==> src/rtl/custom_buff_pkg.sv <==
// Shared types and constants for the buffer-use sequencer: FSM states,
// default sizes and the counter-width derivation.
package custom_buff_pkg;

    localparam int NUM_BUFF_DEF    = 4;
    localparam int SCHED_DEPTH_DEF = 32;

    typedef enum logic [1:0] {
        IDLE = 2'd0,
        RUN  = 2'd1,
        DONE = 2'd2
    } state_e;

    // A one-entry table still needs a one-bit index.
    function automatic int cnt_width(input int depth);
        return (depth > 1) ? $clog2(depth) : 1;
    endfunction

endpackage

==> src/rtl/custom_sched_regfile.sv <==
// Schedule table: SCHED_DEPTH x NUM_BUFF registers with one write port
// and one asynchronous read port; cleared by reset.
module custom_sched_regfile
    import custom_buff_pkg::*;
#(
    parameter int NUM_BUFF    = NUM_BUFF_DEF,
    parameter int SCHED_DEPTH = SCHED_DEPTH_DEF,
    localparam int CNT_W      = cnt_width(SCHED_DEPTH)
) (
    input  logic                clk,
    input  logic                rst,
    input  logic                we,
    input  logic [CNT_W-1:0]    waddr,
    input  logic [NUM_BUFF-1:0] wdata,
    input  logic [CNT_W-1:0]    raddr,
    output logic [NUM_BUFF-1:0] rdata
);

    localparam logic [CNT_W:0] DEPTH_V = (CNT_W+1)'(SCHED_DEPTH);

    logic [NUM_BUFF-1:0] mem [SCHED_DEPTH];

    always_ff @(posedge clk or posedge rst) begin
        if (rst) begin
            for (int i = 0; i < SCHED_DEPTH; i++) begin
                mem[i] <= '0;
            end
        end else if (we && ({1'b0, waddr} < DEPTH_V)) begin
            mem[waddr] <= wdata;
        end
    end

    // Indices past the last entry (non power-of-2 depths) read as zero.
    assign rdata = ({1'b0, raddr} < DEPTH_V) ? mem[raddr] : '0;

endmodule

==> src/rtl/custom_buff_use_sequencer.sv <==
// Steps through a programmable table of buffer-use patterns, one pattern
// per non-stalled cycle, optionally looping; supports abort and stall.
module custom_buff_use_sequencer
    import custom_buff_pkg::*;
#(
    parameter int NUM_BUFF    = NUM_BUFF_DEF,
    parameter int SCHED_DEPTH = SCHED_DEPTH_DEF,
    localparam int CNT_W      = cnt_width(SCHED_DEPTH)
) (
    input  logic                clk,
    input  logic                rst,
    input  logic                cfg_we,
    input  logic [CNT_W-1:0]    cfg_addr,
    input  logic [NUM_BUFF-1:0] cfg_wdata,
    input  logic [CNT_W-1:0]    cfg_len,
    input  logic                cfg_loop,
    input  logic                start,
    input  logic                stall,
    input  logic                abort,
    output logic                busy,
    output logic                done,
    output logic [CNT_W-1:0]    cnt,
    output logic [NUM_BUFF-1:0] buff_use,
    output logic                buff_use_valid,
    output logic                cfg_err,
    output state_e              dbg_state
);

    localparam logic [CNT_W:0]   DEPTH_V = (CNT_W+1)'(SCHED_DEPTH);
    localparam logic [CNT_W-1:0] LAST    = CNT_W'(SCHED_DEPTH - 1);

    state_e              state, state_nx;
    logic [CNT_W-1:0]    cnt_nx, len_q, len_nx, len_clamped;
    logic                loop_q, loop_nx;
    logic [NUM_BUFF-1:0] buff_use_nx, step_pattern;
    logic                valid_nx, err_nx, wr_ok, addr_ok;

    // Writes are only safe while the table is not being stepped through.
    assign addr_ok     = ({1'b0, cfg_addr} < DEPTH_V);
    assign wr_ok       = cfg_we && (state != RUN) && addr_ok;
    assign err_nx      = cfg_we && !wr_ok;
    assign len_clamped = (cfg_len > LAST) ? LAST : cfg_len;

    custom_sched_regfile #(
        .NUM_BUFF    (NUM_BUFF),
        .SCHED_DEPTH (SCHED_DEPTH)
    ) u_regfile (
        .clk   (clk),
        .rst   (rst),
        .we    (wr_ok),
        .waddr (cfg_addr),
        .wdata (cfg_wdata),
        .raddr (cnt),
        .rdata (step_pattern)
    );

    always_ff @(posedge clk or posedge rst) begin
        if (rst) state <= IDLE;
        else     state <= state_nx;
    end

    always_comb begin
        state_nx    = state;
        cnt_nx      = cnt;
        len_nx      = len_q;
        loop_nx     = loop_q;
        buff_use_nx = '0;
        valid_nx    = 1'b0;
        unique case (state)
            IDLE: begin
                if (start) begin
                    state_nx = RUN;
                    cnt_nx   = '0;
                    len_nx   = len_clamped;
                    loop_nx  = cfg_loop;
                end
            end
            RUN: begin
                if (abort) begin
                    state_nx = IDLE;
                    cnt_nx   = '0;
                end else if (!stall) begin
                    buff_use_nx = step_pattern;
                    valid_nx    = 1'b1;
                    if (cnt != len_q) begin
                        cnt_nx = cnt + CNT_W'(1);
                    end else if (loop_q) begin
                        cnt_nx = '0;
                    end else begin
                        state_nx = DONE;
                    end
                end
            end
            DONE:    state_nx = IDLE;
            default: state_nx = IDLE;
        endcase
    end

    // buff_use_valid qualifies buff_use for exactly one cycle per step; there
    // is no back-pressure, so a consumer must take the pattern when valid is high.
    always_ff @(posedge clk or posedge rst) begin
        if (rst) begin
            cnt            <= '0;
            len_q          <= '0;
            loop_q         <= 1'b0;
            buff_use       <= '0;
            buff_use_valid <= 1'b0;
            cfg_err        <= 1'b0;
        end else begin
            cnt            <= cnt_nx;
            len_q          <= len_nx;
            loop_q         <= loop_nx;
            buff_use       <= buff_use_nx;
            buff_use_valid <= valid_nx;
            cfg_err        <= err_nx;
        end
    end

    assign busy      = (state == RUN);
    assign done      = (state == DONE);
    assign dbg_state = state;

endmodule

==> config.mk <==
export PLATFORM = sky130hd
export DESIGN_NAME = custom_buff_use_sequencer
export DESIGN_NICKNAME = d
export VERILOG_FILES = /design/src/rtl/custom_buff_pkg.sv /design/src/rtl/custom_sched_regfile.sv /design/src/rtl/custom_buff_use_sequencer.sv
export SDC_FILE = /design/constraint.sdc
export NUM_CORES = 1
export LEC_CHECK = 0
export ABC_CLOCK_PERIOD_IN_PS = 13010
export CAP_MARGIN = 10
export CORE_ASPECT_RATIO = 0.75
export CORE_MARGIN = 8
export CORE_UTILIZATION = 65
export DETAILED_ROUTE_END_ITERATION = 16
export PLACE_DENSITY = 0.85
export SYNTH_ARGS = -nofsm -noshare
export SYNTH_HDL_FRONTEND = slang
export SYNTH_SLANG_ARGS = --single-unit
==> constraint.sdc <==
create_clock -name clk -period 13.01 [get_ports clk]
set_clock_uncertainty 0.1 [all_clocks]
set_input_delay 2.602 -clock clk [delete_from_list [all_inputs] [get_ports clk]]
set_output_delay 2.602 -clock clk [all_outputs]
set_load 0.005 [all_outputs]
# Yosys cells after proc, flatten, opt, wreduce, memory -nomap -nowiden
# Cells that the tools add are included.
[op_classes] order_cmp=4 n_eq_ne=9 reduce_logical=9 muxes=25 bitwise_logic=2 addsub=1
[op_table] op="bitwise mux 128 bit" n=1
[op_table] op="2-to-1 mux 5 bit" n=6
[op_table] op="2-to-1 mux 4 bit" n=6
[op_table] op="binary-select mux 4 bit (select 5 bit)" n=1
[op_table] op="demux 4 bit (select 5 bit)" n=1
[op_table] op="greater-or-equal comparator 6 bit, second input constant" n=2
[op_table] op="inverter 5 -> 6 bit" n=2
[op_table] op="2-to-1 mux 2 bit" n=5
[op_table] op="case mux 5 bit (2 select lines)" n=1
[op_table] op="inequality test 3 bit, second input constant" n=3
[op_table] op="AND reduction 4 bit" n=2
[op_table] op="< comparator 6 x 1 -> 1 bit, second input constant" n=1
[op_table] op="adder 5 x 1 -> 5 bit, second input constant" n=1
[op_table] op="greater-than comparator 5 bit, second input constant" n=1
[op_table] op="inequality test 5 bit" n=1
[op_table] op="inequality test 4 x 2 -> 1 bit, second input constant" n=1
[op_table] op="case mux 2 bit (2 select lines)" n=1
[op_table] op="logical AND 1 bit" n=3
[op_table] op="2-to-1 mux 1 bit" n=3
[op_table] op="== test 2 x 1 -> 1 bit, second input constant" n=1
[op_table] op="== test 2 bit, second input constant" n=1
[op_table] op="logical NOT 2 bit" n=1
[op_table] op="inequality test 2 x 1 -> 1 bit, second input constant" n=1
[op_table] op="inequality test 2 bit, second input constant" n=1
[op_table] op="other kinds (3)" n=3
[totals] ff_bits=147 output_inout_bits=15

# Logic depth before layout (Yosys ltp)
# Gate-level depths: netlist of run 1.
[depth] ltp_word=7 depth_mapped=8 mapped_depth_nobuf=5

# Hierarchy
# From an unflattened synthesis of run 1, not the netlist that was laid out.
[unflattened] cells_unflattened=447 hier_area_um2=6815.3
[by_module_without_submodules] mod="custom_sched_regfile" instances=1 cells_per_inst=370 area_each_um2=5931.9
[by_module_without_submodules] mod="custom_buff_use_sequencer" instances=1 cells_per_inst=77 area_each_um2=883.3

# Least setup slack after synthesis of run 1
# Ideal clock, no wire load.
[synth_timing] kind="input -> register" from="input cfg_addr[2]" to="register u_regfile.mem[124] in the netlist's numbering" t_required_ps=12785 setup_ps=125 stages=5 path_slack_ps=8820 arrival_time_ps=3965 path_cell_list="clkbuf_1 or3_1 or4_1 clkbuf_1 mux2_2"
[synth_between] elab_chain_len=6 elab_cells_between_ends=7 classes_between="order compare (2); mux (3); bitwise (1); reduce/logical (1)"
[synth_rtl] item="start: declaration" line_no="custom_buff_use_sequencer.sv:13" rtl="input logic [CNT_W-1:0] cfg_addr,"
[synth_rtl] item="inverter 5 -> 6 bit (implied by the code) (*)" line_no="custom_sched_regfile.sv:29" rtl="mem[waddr] <= wdata;"
[synth_rtl] item="greater-or-equal comparator 6 bit (implied by the code) / < comparator 6 x 1 -> 1 bit (equally long branches)" line_no="custom_sched_regfile.sv:29"
[synth_rtl] item="logical AND 1 bit (implied by the code)" line_no="custom_sched_regfile.sv:29"
[synth_rtl] item="2-to-1 mux 4 bit (implied by the code)" line_no="custom_sched_regfile.sv:29"
[synth_rtl] item="demux 4 bit (select 5 bit) (*)" line_no="custom_sched_regfile.sv:29"
[synth_rtl] item="bitwise mux 128 bit (*)" line_no="custom_sched_regfile.sv:29"
[synth_rtl] item="end signal: indexed assignment" line_no="custom_sched_regfile.sv:29"
[synth_rtl] item="end: declaration" line_no="custom_sched_regfile.sv:21" rtl="logic [NUM_BUFF-1:0] mem [SCHED_DEPTH];"
# Every way passes the cells marked *; elsewhere a longest branch is shown, timed or not.
# A chain may end at the register's enable or synchronous reset.

# Worst setup path after layout of run 1
[layout_timing] from="register cnt[1]" to="output cnt[1]"
[layout_rtl] item="start: declaration" line_no="custom_buff_use_sequencer.sv:22" rtl="output logic [CNT_W-1:0] cnt,"
[layout_rtl] item="start signal: assignment" line_no="custom_buff_use_sequencer.sv:110" rtl="cnt <= cnt_nx;"
# No word-level cell between the ends.

==> results of run 1 <==
## flip-flops by register name (all words and copies together) (netlist names)
signal and count:
loop_q 1, len_q 5, dbg_state 2, buff_use_valid 1
buff_use 4, cfg_err 1, u_regfile.mem 128, cnt 5
## placed cells by master, fill, tap and decap left out, drive strengths merged, types with 3 or more instances in the layout
master,instances
dfrtp,147
mux2,142
clkdlybuf4s50,35
nor2,30
mux4,28
clkbuf,21
inv,11
nand2,8
o21ai,8
mux2i,8
clkinv,8
nand2b,7
a21oi,6
xor2,5
o22ai,5
nor3,4
nand3,4
a2111oi,4
nor2b,4
a22o,4
and3,4
buf,4
nand3b,3
or4,3
## layer usage
layer	wire [um]	GRT usage [%]	vias to the layer above
li1	-	-	1856
met2	7930	36.2	150
met4	331	9.72	0
met3	1230	6.02	29
met5	0	0	-
met1	7040	32.8	2265
## cells by family (layout without fill, tap and decap cells)
logic type | count (synthesis) | in the layout | share of synthesized area (%)
simple gates | 81 | 81 | 6.12
fa+ha+maj | 1 | 1 | 0.180
mux | 178 | 178 | 33.7
buf+inv | 43 | 83 | 3.36
flops | 147 | 147 | 52.8
xor+xnor | 5 | 5 | 0.629
compound gates | 33 | 33 | 3.16
## path summary, 6_finish.rpt
kind                       slack (ns)                 end  cells after the start               from
max reg2reg                     10.05         buff_use[3]                      6             cnt[1]
max in group asynchronous        8.84              cnt[1]                      3                rst
max                              8.25              cnt[1]                      2             cnt[1]
min                              0.40   u_regfile.mem[19]                      1  u_regfile.mem[19]
min in group asynchronous        2.58  u_regfile.mem[109]                      2                rst
min reg2reg                      0.40   u_regfile.mem[19]                      1  u_regfile.mem[19]
## final cells by class
type                    count  area share [%]
clock buffers              20            5.86
clock inverters            12            1.82
inverters                  11           0.581
multi-input cells         298            38.3
flip-flops and latches    147            46.2
well taps                 136            2.14
repair buffers             40            5.06
## critical path, stage by stage, from the launching register on
cell and delay [ns]:
dfrtp_2 0.36, buf_4 0.63, clkdlybuf4s50_1 0.65
## power by group through the flow
| stage | Combinational, mW | Clock (mW) | Sequential [mW] |
|---|---|---|---|
| floorplan | 0.162 | 0 | 0.570 |
| global placement | 0.193 | 0 | 0.583 |
| detailed placement | 0.204 | 0 | 0.591 |
| CTS | 0.207 | 0.505 | 0.585 |
| global route | 0.225 | 0.523 | 0.596 |
| finish | 0.208 | 0.500 | 0.587 |
## through the flow
step                area (sq um)  utilization [%]
floorplan                   6970                -
global placement            7320             70.6
detailed placement          7320             70.6
CTS                         7940             76.5
global route                7970             76.8
finish                      7970             76.8
==> flow_summary_export.csv, run 1 <==
group,metric,value,unit
synthesis,ys_ff_latch,147,
sta,tightest_slew,1.22,ns
pwr,leakage,3.58,nW
sta,slew_viol_final,0,
finish,layout.nets,537,
route,vias,4300,
clocking,cts_tree,"done",
finish,final-seq-area,0.00368,sq mm
pwr,power_frac_seq,45.3,%
pwr,clkPwrFrac,38.6,%
route,drt_first_iter_violations,294,
clocking,clock_latency,0.42,ns
setup_path,start_kind,"register",
sta,rsz0062_at_grt,"no",
grt,grt_overflow_total,0,
setup_path,critical_path_class,"reg2out",
setup_path,end_kind,"output pin",
clocking,cts_buffers,17,
grt,grt_antenna_before_repair,0,
synthesis,synth_top_area_share,52.8,%
synthesis,yosys-top-cells-area,"dfrtp_1, mux2_2, mux4_2",
sta,min_period,4.76,ns
clocking,cts_sinks,147,
clocking,cts_setup_buffers,0,
route,via_per_inst,6.48,
pwr,combPwrFrac,16.1,%
synthesis,synth_cell_type_count,47,
floorplanning,initial_utilization,67.2,%
place,dp_slack,8.13,ns
sta,finalHoldViolCount,0,
sta,setup_slack,8.25,ns
place,dpl.cell_count,630,
setup_path,crit_arrival,2.06,ns
clocking,ctsHoldBuffers,0,
sta,whs,0.401,ns
route,avgRoutedWirePerCell,24.9,um
route,drtAntennaViolNets,0,
pwr,power_density,163,mW/mm^2
grt,grt_pass1_vias,4640,
sta,fmax,210,MHz
route,wirelength,16500,um
finish,diodes,0,
finish,multi_input_area,0.00305,sq mm
floorplanning,dieWidth,136,um
synthesis,synth_edf_count,0,
finish,fill_cells,591,
route,first_pass_iters,6,
synthesis,synth.yosys.seq_area_share,52.8,%
synthesis,synth_top_flop_cell,"dfrtp_1",
min_path,hp-class,"reg2reg",
floorplanning,die_h,106,um
floorplanning,fp-row-count,32,
pwr,power.switching,0.338,mW
synthesis,synthTopCellsByCount,"dfrtp_1, mux2_2, nor2_1",
finish,drive_gt1_share,38.6,%
synthesis,avgSynthCellArea,14.3,sq um
grt,grtUsageTotal,24.0,%
clocking,cts-htree-levels,4,
place,place_congestion,0.859,
synthesis,netlist_instances,488,
synthesis,synthesis.nets,510,
setup_path,required,10.31,ns
pwr,p_sw_share,26.1,%
floorplanning,die_area,0.0143,sq mm
sta,timing.setup.tns,0,ns
synthesis,synth_area,0.00697,sq mm
place,hpwlAfterDp,10500,um
finish,area_growth,14.3,%
flow_run,maxCapViolations,0,
grt,grt_pass1_wl,26200,um
clocking,clk_pin_slew,0.06,ns
floorplanning,ios,36,
floorplanning,core_area,0.0104,sq mm
finish,fin_cells,664,
pwr,vdd_drop_max,118,uV
clocking,cts.repair.resized,0,
route,post-route-drc-count,0,
pwr,power.internal,0.958,mW
place,portBuffers,35,
sta,setup_viol,0,
setup_path,path_max_fanout,45,
sta,relSlewSlack,18.2,%
synthesis,synth-async-reset-ratio,100,%
grt,grt_start_max_net_pins,80,
status,outcome,"finished, final reports clean",
synthesis,yosysWarningCount,0,
clocking,clk_path_buf_depth,2,
clocking,cts_root_buf,"clkbuf_16",
synthesis,netlist.top_cell.by_area,"dfrtp_1",
pwr,power,1.30,mW
synthesis,post-synth-top-count-cell,"dfrtp_1",
sta,period_share,36.6,%
Power figures use the tool's default switching activity.
==> run 2: changes to the inputs <==
--- a/config.mk
+++ b/config.mk
@@ -5,13 +5,13 @@
 export SDC_FILE = /design/constraint.sdc
 export NUM_CORES = 1
 export LEC_CHECK = 0
-export ABC_CLOCK_PERIOD_IN_PS = 13010
+export ABC_CLOCK_PERIOD_IN_PS = 3900
 export CAP_MARGIN = 10
 export CORE_ASPECT_RATIO = 0.75
 export CORE_MARGIN = 8
-export CORE_UTILIZATION = 65
+export CORE_UTILIZATION = 54
 export DETAILED_ROUTE_END_ITERATION = 16
-export PLACE_DENSITY = 0.85
+export PLACE_DENSITY = 0.76
 export SYNTH_ARGS = -nofsm -noshare
 export SYNTH_HDL_FRONTEND = slang
 export SYNTH_SLANG_ARGS = --single-unit
==> constraint.sdc (replaced) <==
create_clock -name clk -period 3.9 [get_ports clk]
set_clock_uncertainty 0.1 [all_clocks]
set_input_delay 0.78 -clock clk [delete_from_list [all_inputs] [get_ports clk]]
set_output_delay 0.78 -clock clk [all_outputs]
set_load 0.005 [all_outputs]
==> run 2 against run 1 <==
Compared with the run above:
- first-iteration DRC count rose by 16%
- count of clock-buffer cells in the layout did not move
- clock power rose to 3.3 times the previous value
- final area rose by 1.3%
- utilization fell by 14 points
- via count fell by 0.40%
- largest power group unchanged
- sequential power rose to 3.3 times the previous value
- combinational power rose to 3.4 times the previous value
- largest cell class unchanged
- die area rose by 18%
- critical path depth fell by 1
==> flow_summary_export.csv, run 2 (same netlist as run 1, synthesis figures left out) <==
group,metric,value,unit
pwr,p_sw_share,25.6,%
sta,whs,0.379,ns
grt,grt_overflow_total,0,
finish,fin_cells,706,
floorplanning,initial_utilization,54.5,%
sta,finalHoldViolCount,0,
floorplanning,die_area,0.0168,sq mm
route,wirelength,15800,um
clocking,cts-htree-levels,4,
grt,grt_start_max_net_pins,64,
clocking,clk_pin_slew,0.06,ns
setup_path,crit_arrival,1.85,ns
pwr,power,4.31,mW
clocking,cts_tree,"done",
setup_path,end_kind,"output pin",
sta,min_period,2.73,ns
clocking,cts_root_buf,"clkbuf_16",
pwr,vdd_drop_max,331,uV
flow_run,maxCapViolations,0,
status,outcome,"finished, final reports clean",
pwr,power_density,534,mW/mm^2
route,drtAntennaViolNets,0,
floorplanning,die_h,114,um
floorplanning,fp-row-count,36,
route,post-route-drc-count,0,
finish,area_growth,15.8,%
finish,fin_area,0.00807,sq mm
floorplanning,core_area,0.0128,sq mm
place,portBuffers,35,
clocking,cts.repair.resized,0,
finish,layout.nets,544,
route,via_per_inst,6.07,
place,place_area,0.00745,sq mm
clocking,ctsHoldBuffers,0,
pwr,power_frac_seq,45.2,%
floorplanning,dieWidth,147,um
sta,slew_viol_final,0,
finish,final_cell_mix,"dfrtp_1, mux2_2, clkdlybuf4s50_1",
place,dp_slack,0.879,ns
pwr,power.internal,3.21,mW
setup_path,cp_slowest_cell,"dfrtp_1",
route,first_pass_iters,4,
setup_path,rrSetupSlack,1.49,ns
setup_path,path_max_fanout,22,
clocking,cts_setup_buffers,0,
route,drt_first_iter_violations,342,
clocking,clk_path_buf_depth,2,
grt,grt_pass1_wl,25800,um
finish,top_register,"u_regfile.mem",
setup_path,path_delay_family,"flip-flops",
finish,fin_util,63.1,%
floorplanning,ios,36,
pwr,combPwrFrac,16.4,%
route,vias,4283,
clocking,clock_latency,0.42,ns
place,dpl.cell_count,673,
setup_path,crit_chain,"clkdlybuf4s50_1",
sta,tightest_slew,1.20,ns
setup_path,cp_num_buf_inv,1,
sta,timing.setup.tns,0,ns
grt,grtUsageTotal,19.9,%
sta,rsz0062_at_grt,"no",
grt,grt_pass1_vias,4499,
finish,largest_reg_flops,128,
finish,diodes,0,
route,avgRoutedWirePerCell,22.4,um
clocking,cts_sinks,147,
pwr,leakage,3.60,nW
sta,relSlewSlack,19.4,%
sta,fmax,366,MHz
setup_path,critical_path_class,"reg2out",
pwr,clkPwrFrac,38.4,%
finish,drive_gt1_share,38.9,%
place,hpwlAfterDp,10700,um
setup_path,slowest_delay,0.80,ns
sta,setup_viol,0,
setup_path,start_kind,"register",
setup_path,required,3.02,ns
sta,period_share,70.0,%
pwr,power.switching,1.10,mW
place,place_congestion,0.814,
clocking,cts_buffers,17,
sta,setup_slack,1.17,ns
finish,reg.largest.list,"u_regfile.mem (128), cnt (5), len_q (5)",
finish,layout_commonest_cell,"dfrtp_1",
min_path,hp-class,"reg2reg",
grt,grt_antenna_before_repair,0,
==> run 2: metal layers <==
metal | wire [um] | vias to the layer above | track usage [%]
met5 | 0 | - | 0
met4 | 127 | 0 | 5.15
met3 | 1000 | 11 | 5.41
met2 | 7170 | 135 | 29.6
met1 | 7540 | 2277 | 28.4
li1 | - | 1860 | -
==> run 2: path summary, 6_finish.rpt <==
kind | start | to | depth (start not counted)
worst min register to register | loop_q | dbg_state[1] | 1
min in group asynchronous | rst | u_regfile.mem[37] | 2
worst max-delay path | cnt[0] | cnt[0] | 1
worst max register to register | cnt[1] | buff_use[1] | 6
max in group asynchronous | rst | cnt[1] | 3
worst min-delay path | loop_q | dbg_state[1] | 1
==> run 2: area by class of cell <==
type                       instances  area [sq um]
clock buffer                      20           437
sequential                       147          3680
fill                             948          4720
tap                              171           214
inverter                          11          45.0
clock inverter                    12           158
timing repair buffer              47           483
multi-input combinational        298          3050
==> run 2: power groups by stage <==
stage | combinational, mW | clock, mW | sequential, mW
2_1_floorplan | 0.540 | 0 | 1.90
3_3_place_gp | 0.674 | 0 | 1.95
3_5_place_dp | 0.700 | 0 | 1.97
4_1_cts | 0.707 | 1.67 | 1.94
5_1_grt | 0.767 | 1.75 | 1.98
6_report | 0.708 | 1.65 | 1.95
==> run 3: changes to the inputs <==
--- a/config.mk
+++ b/config.mk
@@ -5,13 +5,13 @@
 export SDC_FILE = /design/constraint.sdc
 export NUM_CORES = 1
 export LEC_CHECK = 0
-export ABC_CLOCK_PERIOD_IN_PS = 3900
+export ABC_CLOCK_PERIOD_IN_PS = 2650
 export CAP_MARGIN = 10
 export CORE_ASPECT_RATIO = 0.75
 export CORE_MARGIN = 8
-export CORE_UTILIZATION = 54
+export CORE_UTILIZATION = 60
 export DETAILED_ROUTE_END_ITERATION = 16
-export PLACE_DENSITY = 0.76
+export PLACE_DENSITY = 0.8
 export SYNTH_ARGS = -nofsm -noshare
 export SYNTH_HDL_FRONTEND = slang
 export SYNTH_SLANG_ARGS = --single-unit
==> constraint.sdc (replaced) <==
create_clock -name clk -period 2.65 [get_ports clk]
set_clock_uncertainty 0.1 [all_clocks]
set_input_delay 0.53 -clock clk [delete_from_list [all_inputs] [get_ports clk]]
set_output_delay 0.53 -clock clk [all_outputs]
set_load 0.005 [all_outputs]
==> run 3 against run 2 <==
Compared with the run above:
- final area is 1.0% higher
- power up 47%
- utilization increased by 8.2 points
- first-iteration DRC count decreased by 23%
- combinational power is 48% higher
==> flow_summary_export.csv, run 3 (same netlist as run 1, synthesis figures left out) <==
group,metric,value,unit
status,outcome,"finished, final reports clean",
setup_path,path_delay_family,"compound AO/OA/AOI/OAI gates",
place,hpwlAfterDp,10700,um
clocking,cts_buffers,17,
min_path,hp-class,"reg2reg",
floorplanning,initial_utilization,60.9,%
setup_path,crit_arrival,2.74,ns
setup_path,start_kind,"register",
finish,drive_gt1_share,41.0,%
clocking,cts_sinks,147,
sta,fmax,395,MHz
floorplanning,ios,36,
grt,grtUsageTotal,22.2,%
sta,min_period,2.53,ns
route,post-route-drc-count,0,
route,first_pass_iters,4,
route,via_per_inst,6.20,
grt,grt_antenna_before_repair,0,
clocking,cts-htree-levels,4,
clocking,cts_tree,"done",
setup_path,cp_num_buf_inv,1,
grt,grt_overflow_total,0,
place,dpl.cell_count,661,
clocking,clk_path_buf_depth,2,
setup_path,required,2.86,ns
route,drt_first_iter_violations,263,
sta,period_share,95.5,%
clocking,cts_setup_buffers,0,
finish,reg.largest.list,"u_regfile.mem (128), cnt (5), len_q (5)",
pwr,vdd_drop_max,566,uV
route,drtAntennaViolNets,0,
sta,slew_viol_final,0,
route,wirelength,15900,um
clocking,clock_latency,0.42,ns
setup_path,cp_slowest_cell,"a2111oi_0",
setup_path,crit_chain,"buf_12 -> mux4_2 -> and2b_1 -> a2111oi_0 -> a21oi_1 -> and3_1",
finish,area_growth,17.0,%
floorplanning,dieWidth,140,um
setup_path,path_max_fanout,17,
sta,rsz0062_at_grt,"no",
setup_path,end_kind,"register",
clocking,ctsHoldBuffers,0,
grt,grt_start_max_net_pins,96,
min_path,hold_path_depth,1,
route,avgRoutedWirePerCell,23.0,um
sta,tightest_slew,0.605,ns
floorplanning,die_h,109,um
setup_path,slowest_delay,0.57,ns
sta,timing.setup.tns,0,ns
pwr,leakage,3.68,nW
setup_path,rrSetupSlack,0.12,ns
min_path,hold_end,"dbg_state[1]",
finish,final_cell_mix,"dfrtp_1, mux2_2, clkdlybuf4s50_1",
finish,fill_cells,722,
setup_path,worstRegToRegCells,6,
floorplanning,core_area,0.0114,sq mm
sta,relSlewSlack,58.6,%
grt,grt_pass1_vias,4659,
setup_path,cp-startpoint,"cnt[1]",
setup_path,r2r-start,"cnt[1]",
clocking,cts_root_buf,"clkbuf_16",
setup_path,critical_path_class,"reg2reg",
finish,layout.nets,558,
finish,largest_reg_flops,128,
clocking,cts.repair.resized,0,
flow_run,maxCapViolations,0,
place,portBuffers,35,
finish,layout_commonest_cell,"dfrtp_1",
route,vias,4306,
grt,grt_pass1_wl,25800,um
place,place_congestion,0.849,
setup_path,r2r_end,"buff_use[2]",
min_path,hp-start,"loop_q",
sta,setup_viol,0,
clocking,clk_pin_slew,0.06,ns
finish,fin_cells,694,
sta,finalHoldViolCount,0,
floorplanning,fp-row-count,34,
pwr,power_density,779,mW/mm^2
floorplanning,die_area,0.0154,sq mm
finish,top_register,"u_regfile.mem",
## run 3: stage by stage
step | total power, mW | hold WS [ns] | util (%) | area, sq um | worst slack [ns]
2_1_floorplan | 3.59 | 0.342 | - | 6970 | 0.173
3_3_place_gp | 3.87 | 0.368 | 65.9 | 7540 | 0.104
3_5_place_dp | 3.94 | 0.366 | 65.9 | 7540 | 0.0269
4_1_cts | 6.39 | 0.375 | 71.2 | 8150 | 0.160
5_1_grt | 6.61 | 0.398 | 71.2 | 8150 | 0.0615
6_report | 6.35 | 0.380 | 71.2 | 8150 | 0.121
## run 3: worst max-delay path by stage
stage	endpoint	slack, ns	depth (start not counted)
2_1_floorplan	buff_use[0]	0.17	1
3_3_place_gp	u_regfile.mem[100]	0.10	4
3_5_place_dp	u_regfile.mem[48]	0.03	4
4_1_cts	buff_use[2]	0.16	6
5_1_grt	buff_use[1]	0.06	5
6_report	buff_use[2]	0.12	6
## run 3: where the power goes
group | leakage [nW] | switching [mW] | internal (mW)
clock | 0.294 | 0.963 | 1.48
sequential | 1.94 | 0.233 | 2.63
combinational | 1.45 | 0.429 | 0.616
total | 3.68 | 1.63 | 4.73
## run 3: layout make-up
class | count | area [sq um] | share of cell area (%)
sequential | 147 | 3680 | 45.1
multi-input combinational | 298 | 3050 | 37.5
timing repair buffer | 61 | 583 | 7.15
clock buffer | 20 | 467 | 5.72
tap | 144 | 180 | 2.21
clock inverter | 12 | 141 | 1.73
inverter | 11 | 45.0 | 0.552
antenna | 1 | 2.50 | 0.0307
## run 3: per-layer routing
| metal | routed length (um) | track usage [%] | vias up |
|---|---|---|---|
| li1 | - | - | 1900 |
| met3 | 1020 | 5.55 | 21 |
| met2 | 7600 | 35.3 | 128 |
| met4 | 247 | 6.87 | 0 |
| met1 | 7080 | 30.0 | 2257 |
| met5 | 0 | 0 | - |
